**src/rtl/bus_arb_pkg.sv**
```systemverilog
`default_nettype none
// ============================================================================
// Module      : bus_arb_pkg
// Description : Shared types and constants for the two-master bus arbiter:
//               FSM state encoding, transfer mode codes, master count and a
//               helper that flags reserved transfer modes.
// Revision    : 1.0 - initial release
// ============================================================================
package bus_arb_pkg;

  localparam int NUM_MASTERS = 2;

  localparam logic [1:0] MODE_READ  = 2'b00;
  localparam logic [1:0] MODE_WRITE = 2'b01;

  typedef enum logic [1:0] {
    ST_IDLE  = 2'd0,
    ST_GRANT = 2'd1,
    ST_BUSY  = 2'd2
  } state_t;

  // Any mode with the upper bit set (2'b10, 2'b11) is reserved.
  function automatic logic mode_reserved(input logic [1:0] mode);
    return mode[1];
  endfunction

endpackage : bus_arb_pkg
`default_nettype wire

```
**src/rtl/bus_arbiter_rr_pick.sv**
```systemverilog
`default_nettype none
// ============================================================================
// Module      : rr_pick
// Description : Combinational 2-way round-robin picker. When both masters
//               request, the one that did not own the bus last time wins;
//               a lone requester always wins.
// Ports       : req        in  [1:0] request vector, bit i = master i
//               last_owner in        index of the previous grant holder
//               winner     out       index of the selected master
//               valid      out       high when any master is requesting
// Revision    : 1.0 - initial release
// ============================================================================
module rr_pick
  import bus_arb_pkg::*;
(
  input  logic [NUM_MASTERS-1:0] req,
  input  logic                   last_owner,
  output logic                   winner,
  output logic                   valid
);

  always_comb begin
    valid  = |req;
    winner = 1'b0;
    if (req == 2'b11) begin
      winner = ~last_owner;
    end else if (req[1]) begin
      winner = 1'b1;
    end
  end

endmodule : rr_pick
`default_nettype wire

```
**src/rtl/bus_arbiter.sv**
```systemverilog
`default_nettype none
// ============================================================================
// Module      : bus_arbiter
// Description : Round-robin arbiter granting one of two masters access to a
//               single shared target. A granted master issues one transfer
//               (read/write); the arbiter forwards it to the target, waits
//               for completion or a timeout, then returns to IDLE.
// Ports       : clk, rst               clock, synchronous active-high reset
//               m_req[1:0]             per-master bus request
//               m_start[1:0]           per-master transfer start
//               m_mode0/1[1:0]         transfer mode (00 rd, 01 wr, 1x rsvd)
//               m_addr0/1[7:0]         transfer address
//               m_wdata0/1[7:0]        write data
//               m_gnt[1:0]             one-hot-or-zero grant
//               m_rdy[1:0]             one-cycle completion pulse
//               m_err[1:0]             one-cycle error pulse
//               m_rdata[7:0]           read data, valid with m_rdy
//               s_start                one-cycle start pulse to target
//               s_mode/s_addr/s_wdata  registered transfer fields
//               s_rdy, s_rdata[7:0]    target completion and read data
// Revision    : 1.0 - initial release
// ============================================================================
module bus_arbiter
  import bus_arb_pkg::*;
#(
  parameter int unsigned TIMEOUT = 15
) (
  input  logic                   clk,
  input  logic                   rst,
  input  logic [NUM_MASTERS-1:0] m_req,
  input  logic [NUM_MASTERS-1:0] m_start,
  input  logic [1:0]             m_mode0,
  input  logic [1:0]             m_mode1,
  input  logic [7:0]             m_addr0,
  input  logic [7:0]             m_addr1,
  input  logic [7:0]             m_wdata0,
  input  logic [7:0]             m_wdata1,
  output logic [NUM_MASTERS-1:0] m_gnt,
  output logic [NUM_MASTERS-1:0] m_rdy,
  output logic [NUM_MASTERS-1:0] m_err,
  output logic [7:0]             m_rdata,
  output logic                   s_start,
  output logic [1:0]             s_mode,
  output logic [7:0]             s_addr,
  output logic [7:0]             s_wdata,
  input  logic                   s_rdy,
  input  logic [7:0]             s_rdata
);

  localparam logic [4:0] TIMEOUT_LIM = 5'(TIMEOUT);

  state_t                   state, state_d;
  logic                     last_owner, last_owner_d;
  logic [3:0]               wait_cnt, wait_cnt_d;
  logic [NUM_MASTERS-1:0]   gnt_d, rdy_d, err_d;
  logic [7:0]               rdata_d;
  logic                     s_start_d;
  logic [1:0]               s_mode_d;
  logic [7:0]               s_addr_d, s_wdata_d;

  logic                     pick_winner, pick_valid;
  logic                     sel_start, sel_req;
  logic [1:0]               sel_mode;
  logic [7:0]               sel_addr, sel_wdata;
  logic [4:0]               wait_inc;

  rr_pick u_pick (
    .req        (m_req),
    .last_owner (last_owner),
    .winner     (pick_winner),
    .valid      (pick_valid)
  );

  // last_owner is updated on every grant, so while a grant is held it is
  // also the index of the current owner.
  always_comb begin
    sel_start = m_start[last_owner];
    sel_req   = m_req[last_owner];
    sel_mode  = last_owner ? m_mode1  : m_mode0;
    sel_addr  = last_owner ? m_addr1  : m_addr0;
    sel_wdata = last_owner ? m_wdata1 : m_wdata0;
    wait_inc  = {1'b0, wait_cnt} + 5'd1;
  end

  always_comb begin
    state_d      = state;
    last_owner_d = last_owner;
    wait_cnt_d   = wait_cnt;
    gnt_d        = m_gnt;
    rdy_d        = '0;
    err_d        = '0;
    rdata_d      = m_rdata;
    s_start_d    = 1'b0;
    s_mode_d     = s_mode;
    s_addr_d     = s_addr;
    s_wdata_d    = s_wdata;

    case (state)
      ST_IDLE: begin
        gnt_d = '0;
        if (pick_valid) begin
          gnt_d              = '0;
          gnt_d[pick_winner] = 1'b1;
          last_owner_d       = pick_winner;
          state_d            = ST_GRANT;
        end
      end

      ST_GRANT: begin
        if (sel_start) begin
          if (mode_reserved(sel_mode)) begin
            err_d[last_owner] = 1'b1;
            gnt_d             = '0;
            state_d           = ST_IDLE;
          end else begin
            s_mode_d   = sel_mode;
            s_addr_d   = sel_addr;
            s_wdata_d  = sel_wdata;
            s_start_d  = 1'b1;
            wait_cnt_d = '0;
            state_d    = ST_BUSY;
          end
        end else if (!sel_req) begin
          gnt_d   = '0;
          state_d = ST_IDLE;
        end
      end

      ST_BUSY: begin
        // Completion has priority over a timeout landing in the same cycle.
        if (s_rdy) begin
          rdy_d[last_owner] = 1'b1;
          rdata_d           = s_rdata;
          gnt_d             = '0;
          state_d           = ST_IDLE;
        end else if (wait_inc >= TIMEOUT_LIM) begin
          err_d[last_owner] = 1'b1;
          gnt_d             = '0;
          state_d           = ST_IDLE;
        end else begin
          wait_cnt_d = wait_inc[3:0];
        end
      end

      default: begin
        gnt_d   = '0;
        state_d = ST_IDLE;
      end
    endcase
  end

  always_ff @(posedge clk) begin
    if (rst) begin
      state      <= ST_IDLE;
      last_owner <= 1'b1;
      wait_cnt   <= '0;
      m_gnt      <= '0;
      m_rdy      <= '0;
      m_err      <= '0;
      m_rdata    <= '0;
      s_start    <= 1'b0;
      s_mode     <= '0;
      s_addr     <= '0;
      s_wdata    <= '0;
    end else begin
      state      <= state_d;
      last_owner <= last_owner_d;
      wait_cnt   <= wait_cnt_d;
      m_gnt      <= gnt_d;
      m_rdy      <= rdy_d;
      m_err      <= err_d;
      m_rdata    <= rdata_d;
      s_start    <= s_start_d;
      s_mode     <= s_mode_d;
      s_addr     <= s_addr_d;
      s_wdata    <= s_wdata_d;
    end
  end

endmodule : bus_arbiter
`default_nettype wire

```
**config.mk**
```make
export PLATFORM = sky130hd
export DESIGN_NAME = bus_arbiter
export DESIGN_NICKNAME = d
export VERILOG_FILES = /design/src/rtl/bus_arb_pkg.sv /design/src/rtl/bus_arbiter_rr_pick.sv /design/src/rtl/bus_arbiter.sv
export SDC_FILE = /design/constraint.sdc
export NUM_CORES = 1
export LEC_CHECK = 0
export BUFFER_PORTS_ARGS = -buffer_cell sky130_fd_sc_hd__buf_2
export CAP_MARGIN = 20
export CORE_ASPECT_RATIO = 1.5
export CORE_MARGIN = 5
export CORE_UTILIZATION = 50
export DETAILED_ROUTE_END_ITERATION = 7
export PLACE_DENSITY = 0.95
export SLEW_MARGIN = 10
export SYNTH_ARGS = -nofsm -noshare
export SYNTH_HDL_FRONTEND = slang
export SYNTH_SLANG_ARGS = --single-unit
```
**constraint.sdc**
```tcl
create_clock -name clk -period 2.5 [get_ports clk]
set_input_delay 0.125 -clock clk [delete_from_list [all_inputs] [get_ports clk]]
set_output_delay 0.125 -clock clk [all_outputs]
set_load 0.005 [all_outputs]
```
==> out/qor.yml, run 1 <==
layout:
  regArea_um2: 781
  antenna_cells: 0
  nets: 339
  drive_above_1_share_pct: 36.6
  multi_input_area_um2: 978
  area_delta_synth_final_pct: 26.7
  stdcell_count: 327
  nFillCells: 300
power_and_ir_drop:
  p_total_mw: 1.31
  leakage_nw: 1.12
  ir_worst_vdd_mv: 0.355
  p_per_area_mw_per_mm2: 558
clocking:
  clockBufferDepth: 2
  cts_tree: "yes"
  clkLatencyLatePin_ps: 290
  cts-buffers-inserted: 5
  ctsHoldBuffers: 0
  cts_setup_buffers: 0
  clockRootBuffer: "clkbuf_8"
  cts_sinks: 39
  htreeDepth: 2
  ctsResizeCount: 0
  path_clk_slew_ps: 70
min_path:
  hold_path_depth: 3
  holdPathEnd: "m_rdata[1]"
  worstHoldPathType: "primary input to flop"
  min-delay-start: "s_rdata[1]"
detailed_routing:
  wl_per_cell_um: 13.8
  ant_nets: 0
  viasPerCell: 5.42
  first_pass_iters: 4
  wl_um: 4500
  route.detailed.drc: 0
  via_count: 1773
  drtIter0Drc: 49
synth:
  synth-edff-count: 0
  synth_most_common_cell: "dfxtp_1"
  ys_seq_area_share_pct: 42.1
  synth_cells: 205
  synth_area_leaders: "dfxtp_1 (42%), mux2i_1 (9.2%), a211oi_1 (6.1%)"
  synthesis.nets: 261
  synth_warnings: 0
  ys.flop_type: "dfxtp_1"
  synth_common_cells: "dfxtp_1 (39), nor2_1 (23), nand2_1 (22)"
  synth_area_mm2: 0.00185
  synth_top_area_cell: "dfxtp_1"
  netlist.area_leader.share_pct: 42.1
  syn_avg_cell_area_um2: 9.05
  synth-async-reset-ratio_pct: 0
  ys_seq_elements: 39
  synth_cell_type_count: 44
die:
  dieWidth_um: 59.7
  coreArea_mm2: 0.00361
  rows: 27
  start_util_pct: 51.3
  die_area_mm2: 0.00505
  fp.dieH_um: 84.6
  io_pins: 84
sta:
  max-slew-margin-rel_pct: 48.6
  setup_violations: 0
  hold_viol: 0
  rsz0062_at_grt: "no"
  setup_slack_ps: 440
  hold_ws_ps: 70.1
  tightest_slew_ps: 771
  min_period_ps: 2060
  max_freq_mhz: 485
  period_share_pct: 82.4
  setup_tns_ps: 0
  skew_ps: 2.97
  slew_violations: 0
worst_setup_path:
  end_kind: "flop"
  worstPathMaxFanout: 17
  arrival_ps: 2240
  r2r-start: "last_owner"
  r2r_cells: 5
  critical_path_class: "flop to flop"
  r2r_slack_ps: 440
  critPathRequiredTime_ps: 2680
  cp-start-kind: "flop"
  r2r_end: "state[1]"
outcome:
  outcome: "finished, final reports clean"
global_routing:
  gr-total-overflow: 0
  grt_pass1_vias: 1875
  antenna_found_initial: 0
  grt_start_max_net_pins: 47
  track_usage_pct: 19.6
  grt_pass1_wl_um: 7740
flow_run:
  cap_violations: 0
placed_design:
  port_buffers: 82
  dp.cells: 319
  dp_hpwl_um: 3520
  place_congestion: 0.804
  post-place-ws_ps: 472
registers in the layout (all words and copies together) (netlist names):
name	flops
m_gnt	2
s_addr	8
state	2
m_rdy	2
wait_cnt	4
last_owner	1
s_wdata	8
m_err	2
s_start	1
s_mode	1
m_rdata	8
per-layer routing:
metal | global-route usage [%] | wire, µm
met1 | 19.5 | 1630
met2 | 34.9 | 2390
met3 | 7.38 | 414
met4 | 7.86 | 67
met5 | 0 | 0
kinds of logic (layout without fill, tap and decap cells):
kind of cell | count (synthesis) | after routing | share of synthesized area, %
AOI/OAI and AO/OA | 48 | 48 | 19.2
xor gates and xnor gates | 2 | 2 | 0.945
adders and majority gates | 5 | 5 | 3.37
buffers and inverters | 21 | 100 | 5.13
DFF | 39 | 39 | 42.1
muxes | 18 | 18 | 9.78
other | 1 | 1 | 0.202
and+or+nand+nor | 71 | 71 | 19.2
stage by stage:
stage / area [µm²] / utilization [%]
3_3_place_gp: 2270 / 62.8
3_5_place_dp: 2270 / 62.8
4_1_cts: 2350 / 65.0
6_report: 2350 / 65.0
2_1_floorplan: 1850 / -
5_1_grt: 2350 / 65.0
how the worst max path moves through the flow:
stage                      startpoint        to  slack [ps]
after floorplan           wait_cnt[0]  state[1]         820
after global placement     last_owner  state[1]         560
after detailed placement   last_owner  state[1]         470
after CTS                  last_owner  state[1]         460
after global routing       last_owner  m_gnt[1]         300
final                      last_owner  state[1]         440
where the power goes:
| part | leakage, nW | total [mW] | switching, mW | internal (mW) |
|---|---|---|---|---|
| clock network | 0.0422 | 0.408 | 0.212 | 0.196 |
| registers | 0.316 | 0.670 | 0.0203 | 0.649 |
| logic | 0.760 | 0.234 | 0.121 | 0.113 |
| total | 1.12 | 1.31 | 0.353 | 0.958 |
cell type report:
cell class	count	share of cell area, %
clock inverter	1	0.213
multi-input combinational	145	41.6
clock buffer	7	3.25
timing repair buffer	84	18.1
sequential	39	33.2
inverter	8	1.28
tap	43	2.29
critical path: stages, from the launching register on:
cell	delay, ps
dfxtp_1	640
buf_4	370
nor2_1	80
a31oi_1	360
o211ai_1	180
mux2_1	330
cell usage in the layout, fill, tap and decap left out, drive strengths merged, types with 2 or more instances in the layout:
master  instances
xor2            2
o21ai           4
dfxtp          39
inv             8
ha              5
a31oi           3
o211ai          4
nor2           23
a211oi         17
or2             2
clkbuf          7
nand3           6
nand2          22
nand2b          3
mux2i          17
or3             3
nand3b          3
o32ai           4
a21oi          13
buf            84
No activity file was read; power rests on OpenSTA's default activity.
==> inputs of run 2 (changes only) <==
- CORE_UTILIZATION: 50 -> 42
- PLACE_DENSITY: 0.95 -> 0.87
- clock period: 2.5 -> 1.8 ns (I/O delays scaled with it)
==> run 2 against run 1 <==
Against the previous run:
- core utilization decreased by 6.5 points
- fmax increased by 19%
- combinational power increased by 55%
- global-route usage decreased by 3.2 points
- critical endpoint unchanged
- largest cell class unchanged
- hold slack got worse by 44 ps
- sequential cell count unchanged
- first-iteration DRC count decreased by 53%
- register-to-register slack got worse by 380 ps
==> out/qor.yml, run 2 (synthesis results as in run 1) <==
detailed_routing:
  route.detailed.drc: 0  # unchanged
  ant_nets: 0  # unchanged
  drtIter0Drc: 23  # -53%
  wl_um: 4720  # +4.8%
  via_count: 1770  # -0.17%
  first_pass_iters: 4  # unchanged
  wl_per_cell_um: 13.9  # +1.1%
  viasPerCell: 5.22  # -3.7%
clocking:
  cts_tree: "yes"
  path_clk_slew_ps: 80  # about the same
  clockBufferDepth: 2  # unchanged
  ctsHoldBuffers: 0  # unchanged
  clkLatencyLatePin_ps: 300  # about the same
  cts_sinks: 39  # unchanged
  clockRootBuffer: "clkbuf_8"
  htreeDepth: 2  # unchanged
  cts-buffers-inserted: 5  # unchanged
layout:
  drive_above_1_share_pct: 42.3  # +5.7 points
  area_delta_synth_final_pct: 34.0
  nets: 348  # +2.7%
  final_common_cell: "buf_2"
  antenna_cells: 0  # unchanged
  reg.largest.list: "m_rdata x8, s_addr x8, s_wdata x8"
  final_cell_mix: "buf_2 (82), dfxtp_1 (37), nand2_1 (22), nor2_1 (22), mux2i_1 (17)"
worst_setup_path:
  cp-start-kind: "flop"
  arrival_ps: 1920  # -320 ps
  critPathRequiredTime_ps: 1980  # -700 ps
  worstPathMaxFanout: 5  # -12
  slowest_stage: "mux2_1"
  critical_path.cell_chain: "inv_1 -> ha_1 -> inv_2 -> nor4b_2 -> a31oi_2 -> o211ai_1 -> mux2_1"
  end_kind: "flop"
  critical_path_class: "flop to flop"
  max_stage_delay_ps: 350  # -290 ps
sta:
  period_share_pct: 96.5  # +14 points
  rsz0062_at_grt: "yes"
  max_freq_mhz: 575  # +19%
  hold_ws_ps: 25.6  # -44.5 ps
  min_period_ps: 1740  # -322 ps
  hold_viol: 0  # unchanged
  setup_violations: 0  # unchanged
  skew_ps: 2.68  # -0.292 ps
  slew_violations: 0  # unchanged
power_and_ir_drop:
  p_per_area_mw_per_mm2: 753  # +35%
  p_comb_share_pct: 19.4  # +1.6 points
  p_total_mw: 1.87  # +43%
  p_switching_uw: 524  # +48%
  ir_worst_vdd_mv: 0.678  # +91%
  clkPwrFrac_pct: 31.3  # +0.2 points
  seqPwrFrac_pct: 49.3  # -1.8 points
  intPower_mw: 1.35  # +40%
  leakage_nw: 1.17  # +4.5%
  switching_share_pct: 28.0  # +1.1 points
die:
  rows: 29  # +7.4%
  die_area_mm2: 0.00587  # +16%
  fp.dieH_um: 91.4  # +8.0%
  dieWidth_um: 64.3  # +7.6%
  coreArea_mm2: 0.00425  # +17%
  start_util_pct: 43.7  # -7.6 points
  io_pins: 84  # unchanged
placed_design:
  port_buffers: 82  # unchanged
  place_congestion: 0.805  # +0.11%
  dp_hpwl_um: 3490  # -0.63%
global_routing:
  gr-total-overflow: 0  # unchanged
  grt_pass1_vias: 1794  # -4.3%
  grt_start_max_net_pins: 35  # -26%
  antenna_found_initial: 0  # unchanged
  grt_pass1_wl_um: 7710  # -0.44%
  track_usage_pct: 16.3  # -3.2 points
min_path:
  worstHoldPathType: "primary input to flop"
outcome:
  outcome: "finished, final reports clean"
flow_run:
  cap_violations: 0  # unchanged
[run 2: final timing paths]
path	slack, ps	cells past startpoint	to	start
hold / removal	30	3	m_rdata[7]	s_rdata[7]
hold reg to reg	450	2	m_rdata[5]	m_rdata[5]
setup reg to reg	60	7	state[1]	state[1]
setup / recovery	60	7	state[1]	state[1]
[run 2: per-stage QoR]
stage	setup slack, ps	TNS (ps)	util [%]	cell area [µm²]	std cells
after floorplan	121	0	-	1850	205
after global placement	37.3	0	54.9	2330	328
after detailed placement	-52.2	-61.1	54.9	2330	328
after CTS	4.25	0	57.1	2430	337
after global routing	-50.9	-81.5	58.5	2480	339
final	62.3	0	58.5	2480	339
[run 2: per-layer routing]
metal	up-vias	GRT usage (%)	share of wire [%]
met1	798	16.1	37
met2	62	29.3	53
met5	-	0	0
met3	6	5.93	8.1
met4	0	7.64	2.0
li1	904	-	-
[run 2: final cells by class]
class | instances | area, µm²
inverters | 8 | 30.0
repair buffers | 93 | 505
multi-input cells | 145 | 1020
well taps | 46 | 57.6
clock buffers | 6 | 72.6
fillers | 379 | 1760
flip-flops and latches | 39 | 786
clock inverters | 2 | 12.5
[run 2: critical path: cells and delay by family (launching register included)]
family | cells | cell delay, ps
compound gates | 2 | 290
buf+inv | 2 | 170
fa+ha+maj | 1 | 190
flops | 1 | 320
mux | 1 | 350
simple gates | 1 | 310
[run 2: power groups by stage]
stage / combinational [mW] / sequential [mW] / clock, mW
floorplan: 0.212 / 0.943 / 0
global placement: 0.337 / 0.940 / 0
detailed placement: 0.350 / 0.942 / 0
CTS: 0.350 / 0.923 / 0.610
global route: 0.402 / 0.926 / 0.642
finish: 0.363 / 0.922 / 0.585
[run 2: what timing repair did]
item                                    CTS  global route
gates resized for setup                   1            10
pin swaps                                 1             2
buffers inserted                          1             2
endpoints found under the setup margin    2             8
==> inputs of run 3 (changes only) <==
- CELL_PAD_IN_SITES_DETAIL_PLACEMENT: default -> 1
- CELL_PAD_IN_SITES_GLOBAL_PLACEMENT: default -> 2
- CORE_UTILIZATION: 42 -> 28
- PLACE_DENSITY: 0.87 -> 0.95
- clock period: 1.8 -> 2.3 ns (I/O delays scaled with it)
==> run 3 against run 2 <==
Against the previous run:
- via count is 1.5% lower
- largest power group unchanged
- die area is 43% higher
- power is 23% lower
- sequential power is 22% lower
==> out/qor.yml, run 3 (synthesis results as in run 1) <==
clocking:
  cts_setup_buffers: 0  # -1
  htreeDepth: 2  # unchanged
  path_clk_slew_ps: 80  # about the same
  ctsResizeCount: 0  # -1
  cts-buffers-inserted: 5  # unchanged
  ctsHoldBuffers: 0  # unchanged
  clockRootBuffer: "clkbuf_8"
  cts_sinks: 39  # unchanged
  cts_tree: "yes"
  clockBufferDepth: 2  # unchanged
  clkLatencyLatePin_ps: 290  # about the same
global_routing:
  gr-total-overflow: 0  # unchanged
  grt_pass1_vias: 1877  # +4.6%
  track_usage_pct: 12.6  # -3.7 points
  grt_pass1_wl_um: 8670  # +12%
  grt_start_max_net_pins: 47  # +34%
  antenna_found_initial: 0  # unchanged
sta:
  hold_viol: 0  # unchanged
  skew_ps: 4.52  # +1.85 ps
  max-slew-margin-rel_pct: 46.2
  rsz0062_at_grt: "no"
  min_period_ps: 1890  # +155 ps
  setup_violations: 0  # unchanged
  setup_tns_ps: 0  # unchanged
  slew_violations: 0  # unchanged
  tightest_slew_ps: 807
  period_share_pct: 82.3  # -14 points
  max_freq_mhz: 528  # -8.2%
worst_setup_path:
  max_stage_delay_ps: 410  # +60 ps
  critical_path.cell_chain: "inv_1 -> ha_1 -> nor2_1 -> o21ai_1 -> o21ai_0 -> a21oi_1 -> o32ai_1"
  critical_path_class: "flop to flop"
  end_kind: "flop"
  cp-start-kind: "flop"
  worstPathMaxFanout: 5  # unchanged
  slowest_stage: "dfxtp_1"
  critPathRequiredTime_ps: 2440  # +460 ps
  arrival_ps: 2030  # +110 ps
power_and_ir_drop:
  seqPwrFrac_pct: 50.2  # +0.9 points
  p_per_area_mw_per_mm2: 598  # -21%
  leakage_nw: 1.13  # -3.5%
  intPower_mw: 1.05  # -22%
  switching_share_pct: 27.3  # -0.68 points
  ir_worst_vdd_mv: 0.265  # -61%
  p_switching_uw: 393  # -25%
  p_comb_share_pct: 18.6  # -0.8 points
  clkPwrFrac_pct: 31.2  # about the same
detailed_routing:
  ant_nets: 0  # unchanged
  via_count: 1744  # -1.5%
  viasPerCell: 4.82  # -7.7%
  drtIter0Drc: 66  # +190%
  route.detailed.drc: 0  # unchanged
  first_pass_iters: 2  # -2
  wl_per_cell_um: 14.1  # +1.3%
  wl_um: 5110  # +8.2%
placed_design:
  placed_area_mm2: 0.00232  # -0.21%
  port_buffers: 82  # unchanged
  place_congestion: 0.753  # -6.5%
  dp_hpwl_um: 4000  # +15%
die:
  io_pins: 84  # unchanged
  fp.dieH_um: 110  # +20%
  start_util_pct: 28.6  # -15 points
  rows: 36  # +24%
  dieWidth_um: 76.4  # +19%
  coreArea_mm2: 0.00649  # +53%
  die_area_mm2: 0.00838  # +43%
layout:
  nets: 341  # -2.0%
  antenna_cells: 0  # unchanged
  finish.instance_area_mm2: 0.00241  # -3.2%
  area_delta_synth_final_pct: 29.8
  drive_above_1_share_pct: 37.1  # -5.3 points
  reg.largest.list: "m_rdata x8, s_addr x8, s_wdata x8"
  final_common_cell: "buf_2"
  final_cell_mix: "buf_2 (82), dfxtp_1 (39), nor2_1 (23)"
min_path:
  worstHoldPathType: "primary input to flop"
outcome:
  outcome: "finished, final reports clean"
flow_run:
  cap_violations: 0  # unchanged
run 3: area by class of cell:
cell class              count  area [µm²]
multi-input cells         145         978
fillers                   826        4080
well taps                  76        95.1
clock buffers               7        76.3
clock inverters             1        5.00
repair buffers             86         440
flip-flops and latches     39         781
inverters                   8        30.0
run 3: per-stage QoR:
| stage | hold slack (ps) | instances | setup WS [ps] | util [%] | power [mW] |
|---|---|---|---|---|---|
| 2_1_floorplan | 251 | 205 | 621 | - | 0.904 |
| 3_3_place_gp | 360 | 354 | 520 | 35.8 | 1.00 |
| 3_5_place_dp | 364 | 354 | 429 | 35.8 | 1.01 |
| 4_1_cts | 51.2 | 362 | 396 | 37.1 | 1.47 |
| 5_1_grt | 51.0 | 362 | 194 | 37.1 | 1.53 |
| 6_report | 58.3 | 362 | 407 | 37.1 | 1.44 |
run 3: worst max-delay path: cells and delay by family (launching register included):
kind,cells,cell delay [ps]
compound gates,4,900
fa+ha+maj,1,310
buf+inv,1,80
flops,1,410
simple gates,1,50
run 3: power by group through the flow:
stage | Clock, mW | Sequential (mW) | Combinational, mW
after CTS | 0.469 | 0.723 | 0.274
after global placement | 0 | 0.737 | 0.264
after detailed placement | 0 | 0.738 | 0.273
final | 0.449 | 0.722 | 0.267
after global routing | 0.501 | 0.727 | 0.300
after floorplan | 0 | 0.738 | 0.166
run 3: path summary, 6_finish.rpt:
| check | startpoint | endpoint | slack, ps | cells after the start |
|---|---|---|---|---|
| worst max-delay path | wait_cnt[0] | wait_cnt[3] | 410 | 7 |
| worst min-delay path | s_rdata[1] | m_rdata[1] | 60 | 3 |
| worst max register to register | wait_cnt[0] | wait_cnt[3] | 410 | 7 |
| worst min register to register | m_rdata[6] | m_rdata[6] | 460 | 2 |
run 3: metal layers:
metal	part of all wire (%)	GRT usage (%)	vias to the layer above	wire, µm
li1	-	-	884	-
met1	39	13.0	806	1990
met2	54	24.2	49	2770
met3	5.2	2.95	5	265
met4	1.5	5.25	0	78
met5	0	0	-	0
